`src/rtl/calc_op_sequencer.sv`:
```
// Command sequencer for a bank of arithmetic units behind an 8:1 result mux.
// Single-cycle ops finish in EXEC; multi-cycle ops wait for unit_done or time out.
module calc_op_sequencer #(
    parameter int unsigned    WIDTH   = 32,
    parameter logic [7:0]     MC_MASK = 8'b1100_0000,
    parameter int unsigned    TIMEOUT = 64
) (
    input  logic             clk,
    input  logic             reset,
    input  logic             cmd_valid,
    output logic             cmd_ready,
    input  logic [2:0]       cmd_op,
    input  logic [WIDTH-1:0] cmd_a,
    input  logic [WIDTH-1:0] cmd_b,
    output logic [WIDTH-1:0] op_a,
    output logic [WIDTH-1:0] op_b,
    output logic [2:0]       selector,
    output logic             unit_start,
    input  logic             unit_done,
    input  logic [WIDTH-1:0] mux_data,
    output logic             res_valid,
    input  logic             res_ready,
    output logic [WIDTH-1:0] res_data,
    output logic [2:0]       res_op,
    output logic             res_err
);

    typedef enum logic [1:0] {
        IDLE = 2'd0,
        EXEC = 2'd1,
        WAIT = 2'd2,
        DONE = 2'd3
    } state_t;

    localparam logic [7:0] TO_LAST = 8'(TIMEOUT - 1);

    state_t           state_q, state_d;
    logic [7:0]       cnt_q, cnt_d;
    logic [WIDTH-1:0] op_a_q, op_b_q, res_data_q;
    logic [2:0]       sel_q, res_op_q;
    logic             res_err_q, start_q;

    logic accept, capture, timeout;

    assign accept  = (state_q == IDLE) && cmd_valid;
    // done wins over a coincident timeout
    assign capture = (state_q == EXEC) || ((state_q == WAIT) && unit_done);
    assign timeout = (state_q == WAIT) && !unit_done && (cnt_q == TO_LAST);

    always_ff @(posedge clk) begin
        if (reset) begin
            state_q <= IDLE;
        end else begin
            state_q <= state_d;
        end
    end

    always_comb begin
        state_d = state_q;
        unique case (state_q)
            IDLE: if (cmd_valid) state_d = MC_MASK[cmd_op] ? WAIT : EXEC;
            EXEC: state_d = DONE;
            WAIT: if (unit_done || timeout) state_d = DONE;
            DONE: if (res_ready) state_d = IDLE;
            default: state_d = IDLE;
        endcase
    end

    always_comb begin
        cmd_ready = 1'b0;
        res_valid = 1'b0;
        unique case (state_q)
            IDLE: cmd_ready = 1'b1;
            DONE: res_valid = 1'b1;
            default: ;
        endcase
    end

    always_comb begin
        cnt_d = cnt_q;
        if (accept) begin
            cnt_d = 8'd0;
        end else if (state_q == WAIT && !unit_done) begin
            cnt_d = cnt_q + 8'd1;
        end
    end

    always_ff @(posedge clk) begin
        if (reset) begin
            cnt_q      <= 8'd0;
            op_a_q     <= '0;
            op_b_q     <= '0;
            sel_q      <= 3'd0;
            res_op_q   <= 3'd0;
            res_data_q <= '0;
            res_err_q  <= 1'b0;
            start_q    <= 1'b0;
        end else begin
            cnt_q   <= cnt_d;
            start_q <= accept;
            if (accept) begin
                op_a_q   <= cmd_a;
                op_b_q   <= cmd_b;
                sel_q    <= cmd_op;
                res_op_q <= cmd_op;
            end
            if (capture) begin
                res_data_q <= mux_data;
                res_err_q  <= 1'b0;
            end else if (timeout) begin
                res_data_q <= '0;
                res_err_q  <= 1'b1;
            end
        end
    end

    assign op_a       = op_a_q;
    assign op_b       = op_b_q;
    assign selector   = sel_q;
    assign unit_start = start_q;
    assign res_data   = res_data_q;
    assign res_op     = res_op_q;
    assign res_err    = res_err_q;

endmodule

```
`config.mk`:
```
export PLATFORM = sky130hd
export DESIGN_NAME = calc_op_sequencer
export DESIGN_NICKNAME = d
export VERILOG_FILES = /design/src/rtl/calc_op_sequencer.sv
export SDC_FILE = /design/constraint.sdc
export NUM_CORES = 1
export LEC_CHECK = 0
export BUFFER_PORTS_ARGS = -buffer_cell sky130_fd_sc_hd__buf_2
export CORE_ASPECT_RATIO = 1.2
export CORE_MARGIN = 1
export CORE_UTILIZATION = 32
export CTS_CLUSTER_DIAMETER = 50
export DETAILED_ROUTE_END_ITERATION = 10
export GPL_ROUTABILITY_DRIVEN = 0
export GPL_TIMING_DRIVEN = 0
export HOLD_SLACK_MARGIN = 0.03
export SYNTH_ARGS = -nofsm -noshare
export SYNTH_HDL_FRONTEND = slang
export SYNTH_SLANG_ARGS = --single-unit
```
`constraint.sdc`:
```
create_clock -name clk -period 2.7 [get_ports clk]
set_clock_uncertainty 0.15 [all_clocks]
set_input_delay 0 -clock clk [delete_from_list [all_inputs] [get_ports clk]]
set_output_delay 0 -clock clk [all_outputs]
set_load 0.03 [all_outputs]
```
==> key figures <==
Min path
  – Hold Path Class: in2reg
  – Hold path startpoint: cmd_a[13]

Yosys
  – Top-area cell type share of the netlist area: 62.4%
  – #FFs+latches synth: 111
  – Largest area contributor in the netlist: dfxtp_1
  – Netlist area before placement: 3560 um2
  – Ys Warns: 0
  – Register area share after synthesis: 62.4%
  – Yosys cell types: 30
  – Largest cells by area after synthesis: dfxtp_1 (62%), a22o_1 (24%), clkbuf_1 (1.8%)
  – Syn Area/Cell: 12.2 um2
  – Mapped Cells: 292
  – Synth Net Count: 401

Route
  – Initial DRT Pass Iterations: 9
  – Detail Route Antenna Nets: 0
  – Average via count per standard cell: 4.78
  – Drt wl/cell: 15.3 um
  – Final WL: 11,500 um
  – DR vias: 3,581
  – Drt initial violations: 99
  – DRC: 9

Floorplan
  – # IOs: 210
  – Starting density of the core: 33.4%
  – Die area: 11,600 um2
  – Row count: 41
  – Die Ht: 118 um
  – Die width: 98.3 um
  – Core area: 10,700 um2

Critical path
  – Critical Path Sink Type: flip-flop
  – Worst Setup SP: cnt_q[0]
  – Startpoint types: flip-flop
  – Req. time, crit path: 2830 ps
  – CP Data Arrival Time: 2690 ps
  – Critical path peak fanout: 5
  – Reg-to-reg startpoint: cnt_q[0]
  – Crit path cell chain: ha_1 -> nand3_2 -> or3_1 -> a222oi_1 -> mux2i_1 -> dlygate4sd3_1
  – Kind of critical path: reg2reg
  – CP max-delay cell: dlygate4sd3_1
  – Crit-path max cell delay: 560 ps

Placement
  – Setup WS pre-CTS: 277 ps
  – Post-DP HPWL: 7470 um
  – Cells after DPL: 630
  – Number of port buffers: 209

Cells and area
  – Fin cells: 749
  – Layout cells sized above 1: 36.5%
  – Most frequent cells in the layout: buf_2 (209), dfxtp_1 (111), dlygate4sd3_1 (105)
  – Post-layout net count: 726
  – P&R area growth vs syn: 71.8%
  – N_diodes: 0
  – Commonest non-fill, non-tap cell in the layout: buf_2

STA
  – Final worst path period share: 94.8%
  – Peak Freq: 391 MHz
  – Fin Hold WS: 255 ps
  – Tmin final: 2560 ps
  – Worst-margin pin slew: 572 ps
  – Setup_tns: 0 ps
  – RSZ-0062 raised after global routing: no
  – Worst Slack Setup Final: 141 ps
  – Final setup vio count: 0
  – Worst slew margin: 61.8%
  – Final hold violations: 0
  – Max-slew violation count: 0

GRT
  – Vias in the first global route: 3,742
  – First-pass GRT wire length: 18,000 um
  – Largest net degree at the start of global routing: 17
  – Antenna violations before repair: 0
  – GRT Util Overall: 19.6%
  – Global route overflow: 0

Power and ir drop
  – Final Power: 0.00550 W
  – Static Leak: 3.01 nW
  – PwrDens: 898 nW/um2
  – VDD IR max: 0.421 mV

Clock network
  – Clk sinks: 111
  – H-Tree Depth: 3
  – Maximum root-to-sink buffer count: 2
  – Clock latency at the later pin of the worst-skew pair: 330 ps
  – Clk root buf: clkbuf_16
  – Num CTS Buffers: 9
  – Clk pin slew, worst setup/hold paths: 70 ps
  – Setup Fix Bufs, Post-CTS: 0
  – CTS tree: yes
  – Post-CTS sizing: 0

Status
  – Failing checks: DRC
  – Status: complete, but fails checks

Job
  – Max-cap violations: 0
## logic make-up after synthesis
| kind of cell | share of synthesized area, % |
|---|---|
| compound gates | 25.9 |
| xor+xnor | 1.47 |
| fa+ha+maj | 1.76 |
| buf+inv | 3.27 |
| flops | 62.4 |
| mux | 0.597 |
| simple gates | 4.60 |
## final timing paths
check                      end  slack (ps)  cells past startpoint
setup / recovery    state_q[0]         140                      6
hold / removal        op_a[13]         260                      3
setup reg to reg    state_q[0]         140                      6
hold reg to reg   res_data[18]         320                      1
## stage by stage
step / utilization, % / area, um2
global placement: 44.7 / 4770
CTS: 57.4 / 6120
finish: 57.4 / 6120
detailed placement: 44.7 / 4770
floorplan: - / 3560
global route: 57.4 / 6120
## repair_timing
action | in CTS | in global routing
hold endpoints to repair | 106 | 0
hold buffers | 105 | 0
endpoints found under the setup margin | 0 | 1
## sequential cells by signal, indices dropped and copies added, names as in the netlist
name,cells
op_b,32
res_op,3
unit_start,1
res_err,1
op_a,32
res_data,32
state_q,2
cnt_q,8
## layout make-up
class                   instances  area, um2
fillers                       917       4550
flip-flops and latches        111       2220
repair buffers                314       2100
multi-input cells             153       1220
clock buffers                  10        229
well taps                     129        161
plain buffers                  23       97.6
clock inverters                 4       72.6
inverters                       5       18.8
## layer usage
metal,global-route usage [%],vias to the layer above,part of all wire (%)
met5,0,-,0
met4,10.2,0,3.4
met3,3.50,33,4.0
met2,35.0,121,52
met1,22.0,1685,41
li1,-,1742,-
## synth_stat cells
cell type  instances
a222oi_1           1
and3_1             1
o21ai_0            1
nand3_2            1
a22o_1            99
o211ai_1           1
nand3_1            1
nor2_1             9
nand2b_1           2
inv_1              5
mux2i_1            1
or2_0              1
buf_1              3
o211a_1            1
buf_4              3
ha_1               5
nand2_1            8
mux2_1             1
and4b_1            1
nor3b_1            1
or3_1              2
nor2b_1            1
xor2_1             4
dfxtp_1          111
clkbuf_1          17
nand4_1            2
nor4_1             1
nor3_1             1
a21oi_1            5
xnor2_1            2
## report_power, final
part	leakage, nW	internal [W]	switching [W]
Combinational	1.95	0.000690	0.00127
Clock	0.144	0.000802	0.000569
Sequential	0.909	0.00198	0.000184
Total	3.01	0.00348	0.00202
## critical path, delay by kind of cell, from the launching register on
kind            cells  cell delay, ps
buf+inv             1             560
compound gates      1             490
simple gates        2             460
flops               1             390
mux                 1             240
fa+ha+maj           1             220
(Power assumes the default switching activity.)
